<file path="config.mk">
export PLATFORM = sky130hd
export DESIGN_NAME = user_la_step_unit
export DESIGN_NICKNAME = d
export VERILOG_FILES = /design/src/rtl/user_la_step_unit.sv
export SDC_FILE = /design/constraint.sdc
export NUM_CORES = 1
export LEC_CHECK = 0
export ABC_CLOCK_PERIOD_IN_PS = 2500
export CORE_AREA = 4 4 178 180
export CTS_BUF_LIST = sky130_fd_sc_hd__clkbuf_4
export DETAILED_ROUTE_END_ITERATION = 10
export DIE_AREA = 0 0 182 184
export DONT_BUFFER_PORTS = 1
export GPL_TIMING_DRIVEN = 0
export HOLD_SLACK_MARGIN = 0.15
export SKIP_LAST_GASP = 1
export SYNTH_ARGS = -nofsm -noshare
export SYNTH_HDL_FRONTEND = slang
export SYNTH_SLANG_ARGS = --single-unit
</file>
<file path="constraint.sdc">
create_clock -name wb_clk_i -period 2.5 [get_ports wb_clk_i]
set_input_delay 0.25 -clock wb_clk_i [delete_from_list [all_inputs] [get_ports wb_clk_i]]
set_output_delay 0.25 -clock wb_clk_i [all_outputs]
set_load 0.005 [all_outputs]
</file>
<file path="src/rtl/user_la_step_unit.sv">
// LA-driven GF(2^8) multiply/compare test node: firmware posts a step, operands and expected
// product, pulses start; the block reports {busy,err} and the step id on user IO.
module user_la_step_unit #(
  parameter int unsigned     STEP_W = 6,
  parameter logic [7:0]      POLY   = 8'h1B,
  parameter int unsigned     NBITS  = 8
) (
  input  logic         wb_clk_i,
  input  logic         wb_rst_i,
  input  logic [127:0] la_data_in,
  input  logic [127:0] la_oenb,
  output logic [127:0] la_data_out,
  output logic [37:0]  io_out,
  output logic [37:0]  io_oeb
);

  localparam int unsigned CntW = $clog2(NBITS);
  localparam logic [CntW-1:0] CntLast = CntW'(NBITS - 1);

  logic              start_q, start_prev_q, start_edge;
  logic              busy_q, err_q, done_q;
  logic [STEP_W-1:0] step_q;
  logic [NBITS-1:0]  a_q, b_q, exp_q, acc_q, result_q, acc_next;
  logic [CntW-1:0]   cnt_q;

  // Fields and enables the block does not use.
  logic unused_la;
  assign unused_la = ^{la_data_in[127:32], la_data_in[7], la_oenb[127:7], la_oenb[5:0]};

  assign start_edge = start_q & ~start_prev_q;

  // b_q shifts left every iteration, so its MSB is always the current multiplier bit.
  always_comb begin
    acc_next = {acc_q[NBITS-2:0], 1'b0} ^ (acc_q[NBITS-1] ? POLY : '0)
             ^ (b_q[NBITS-1] ? a_q : '0);
  end

  always_ff @(posedge wb_clk_i or posedge wb_rst_i) begin
    if (wb_rst_i) begin
      start_q      <= 1'b0;
      start_prev_q <= 1'b0;
      busy_q       <= 1'b0;
      err_q        <= 1'b0;
      done_q       <= 1'b0;
      step_q       <= '0;
      a_q          <= '0;
      b_q          <= '0;
      exp_q        <= '0;
      acc_q        <= '0;
      result_q     <= '0;
      cnt_q        <= '0;
    end else begin
      start_q      <= la_data_in[6] & ~la_oenb[6];
      start_prev_q <= start_q;
      if (start_edge && !busy_q) begin
        step_q <= la_data_in[STEP_W-1:0];
        a_q    <= la_data_in[8 +: NBITS];
        b_q    <= la_data_in[16 +: NBITS];
        exp_q  <= la_data_in[24 +: NBITS];
        acc_q  <= '0;
        cnt_q  <= '0;
        busy_q <= 1'b1;
        err_q  <= 1'b0;
        done_q <= 1'b0;
      end else if (busy_q) begin
        acc_q <= acc_next;
        b_q   <= b_q << 1;
        cnt_q <= cnt_q + 1'b1;
        if (cnt_q == CntLast) begin
          result_q <= acc_next;
          busy_q   <= 1'b0;
          err_q    <= (acc_next != exp_q);
          done_q   <= 1'b1;
        end
      end
    end
  end

  always_comb begin
    io_out                  = '0;
    io_out[20 +: STEP_W]    = step_q;
    io_out[37]              = busy_q;
    io_out[36]              = err_q;
    io_oeb                  = '1;
    io_oeb[37:36]           = 2'b00;
    io_oeb[20 +: STEP_W]    = '0;
    la_data_out             = '0;
    la_data_out[NBITS-1:0]  = result_q;
    la_data_out[8]          = done_q;
    la_data_out[9]          = err_q;
    la_data_out[10]         = busy_q;
  end

endmodule

</file>
==> flow_summary.yaml <==
finish:
  layout_commonest_cell: "buf_4"
  nFillCells: 3313
  drive_above_1_share: 0.3632
  layout.nets: 885
  fin_cells: 1021
  area_delta_synth_final_pct: 41.43
  diodes: 0
  mostFrequentLayoutCells: "buf_4 (191), conb_1 (185), dfrtp_1 (54)"
  final_area_sq_mm: 0.005459
worst_setup_path:
  critPathArrivalTime_ns: 2.22
  end_kind: "register"
  cp_max_fo: 9
  r2r_end: "err_q"
  ff2ff_path_depth: 7
  required_ns: 2.78
  startpoint_type: "register"
  path_class: "register to register"
  r2r_setup_slack_ns: 0.56
  regToRegStartpoint: "cnt_q[0]"
timing:
  drv_slew: 0
  max_freq_ghz: 0.5165
  finalHoldViolCount: 0
  min_period_over_period: 0.7744
  fin_worst_skew_ns: 0.02487
  setup_tns_ns: 0
  grt_setup_unrepaired: "no"
  period_needed_ns: 1.936
  setup_viol: 0
floorplanning:
  fp.dieH_microns: 184
  initial_core_util: 0.1279
  design.die.area_sq_mm: 0.03349
  die_w_microns: 182
  ios: 462
  core_sq_mm: 0.03019
  rows: 64
clock_network:
  cts_buffer_depth: 2
  cts_buffers: 5
  postCtsResizedCells: 0
  clock_sinks: 54
  cts.clk_slew.worst_paths_ns: 0.18
  clk_latency_ns: 0.39
  cts_tree: "yes"
  cts_root_buffer: "clkbuf_4"
  cts.htree.levels: 2
grt:
  grt_max_degree: 40
  use_met1: 0.05747
  global_route.usage.met3: 0.02157
  top_usage_layer: "met2"
  grt_pass1_wl_microns: 13080
  grt_use_met2: 0.07957
  antenna_found_initial: 0
  grt_pass1_vias: 2379
  globalRouteTotalUtil: 0.04841
  grt_overflow_total: 0
pwr:
  power_switching_uw: 1497
  powerDensity_mw_per_mm2: 680.2
  internal_power_uw: 2216
  seqPwrFrac: 0.447
  ir_worst_vdd_mv: 0.5520
  p_leak_uw: 0.002878
  p_clk_frac: 0.114
  sw_frac_of_total: 0.4031
  pwr-share-comb: 0.439
yosys:
  ys.flop_type: "dfrtp_1"
  synthAdderAreaFrac: 0.009724
  yosys-mux-area-fraction: 0.08882
  synth_warnings: 0
  synthXorXnorAreaFrac: 0.04895
  syn-cell-area_sq_mm: 0.003860
  synthSimpleGateAreaFrac: 0.05802
  ys_ff_latch: 54
  syn-instance-count: 400
  synth_top_family_by_area: "buffers and inverters"
  seq_area_frac_synth: 0.3501
  synth_compound_area_frac: 0.05478
  synth_edf_count: 0
  ys_types: 34
  syn_avg_cell_area_sq_um: 9.650
  postSynth.asyncResetShare: 1.000
drt:
  routedWlPerCell_microns: 8.769
  antenna_left: 0
  first_iter_violations: 63
  drcViolationCount: 0
  vias: 2648
  vias_per_cell: 2.594
  dr.pass1.iters: 4
  wirelength_microns: 8953
placement:
  dp_cells: 980
  dp_hpwl_microns: 7601
  gp_congestion: 0.7404
  numPortBuffers: 0
  place_area_sq_mm: 0.005062
status:
  outcome: "finished clean"
worst_hold_path:
  min_path_type: "input port to asynchronous set/reset pin"
flow_run:
  cap_violations: 0
## per-layer routing
layer | up-vias | share of wire
met1 | 1137 | 0.38
li1 | 1366 | -
met4 | 0 | 0.0077
met3 | 4 | 0.13
met5 | - | 0
met2 | 141 | 0.48
## registers in the layout, indices dropped and copies added (netlist names)
name / flops
a_q: 8
acc_q: 8
b_q: 8
exp_q: 8
result_q: 8
step_q: 6
cnt_q: 3
busy_q: 1
done_q: 1
err_q: 1
start_prev_q: 1
start_q: 1
## how the worst max path moves through the flow
stage	from	end	slack, ns	cells after the start
after floorplan	cnt_q[0]	err_q	0.87	7
after global placement	wb_rst_i	exp_q[3]	0.29	1
after detailed placement	cnt_q[0]	err_q	0.57	7
after CTS	cnt_q[0]	err_q	0.55	7
after global routing	cnt_q[0]	err_q	0.38	7
final	cnt_q[0]	err_q	0.56	7
## metrics by stage
step	setup WS [ns]	hold slack, ns	utilization	power (uW)
floorplan	0.8710	0.3156	-	2843
global placement	0.2908	0.3206	0.1670	3239
detailed placement	0.5716	0.1269	0.1677	3286
CTS	0.5535	0.2263	0.1808	3766
global route	0.3846	0.2442	0.1808	4056
finish	0.5639	0.2614	0.1808	3713
## cell usage after synthesis (2+ instances only)
| cell | count | area share |
|---|---|---|
| a21oi_1 | 2 | 0.0026 |
| buf_2 | 5 | 0.0065 |
| buf_4 | 191 | 0.37 |
| clkbuf_1 | 5 | 0.0049 |
| conb_1 | 2 | 0.0019 |
| dfrtp_1 | 54 | 0.35 |
| ha_1 | 3 | 0.0097 |
| mux2_1 | 10 | 0.029 |
| mux2_2 | 12 | 0.035 |
| mux2i_1 | 8 | 0.021 |
| nand2_1 | 29 | 0.028 |
| nand2b_1 | 2 | 0.0032 |
| nand3_1 | 12 | 0.016 |
| nor4_1 | 2 | 0.0032 |
| o21ai_0 | 27 | 0.035 |
| o21ai_1 | 3 | 0.0039 |
| xnor2_1 | 9 | 0.020 |
| xnor2_2 | 2 | 0.0084 |
| xor2_1 | 7 | 0.016 |
## power by group through the flow
stage / sequential (uW) / combinational [uW] / clock (uW)
floorplan: 1510 / 1340 / 0
global placement: 1690 / 1540 / 0
detailed placement: 1710 / 1580 / 0
CTS: 1680 / 1630 / 453
global route: 1740 / 1830 / 485
finish: 1660 / 1630 / 425
## worst max-delay path, cell delays in order, from the launching register on
cell	delay, ns
dfrtp_1	0.41
ha_1	0.19
ha_1	0.18
nand2_1	0.23
a211oi_2	0.30
o2111ai_2	0.13
nor4_1	0.30
a211oi_1	0.11
## final cells by class
cell class / instances / area (sq um) / area share
Sequential cell: 54 / 1351 / 0.2475
Multi-Input combinational cell: 325 / 1699 / 0.3113
Clock inverter: 3 / 28.78 / 0.005272
Timing Repair Buffer: 34 / 350.3 / 0.06418
Inverter: 2 / 7.507 / 0.001375
Clock buffer: 5 / 37.54 / 0.006876
Buffer: 202 / 1489 / 0.2727
Tap cell: 396 / 495.5 / 0.09076
## logic make-up after synthesis
group	Yosys count
adder cells (fa/ha/maj)	3
AO/OA/AOI/OAI	37
multiplexers	31
XOR/XNOR	19
other	2
buffers and inverters	204
AND/OR/NAND/NOR	50
flip-flops	54
## repair_timing
action	4_1_cts	5_1_grt
buffers inserted	0	0
hold buffers	33	0
hold endpoints to repair	85	0
No activity file was read; power rests on OpenSTA's default activity.
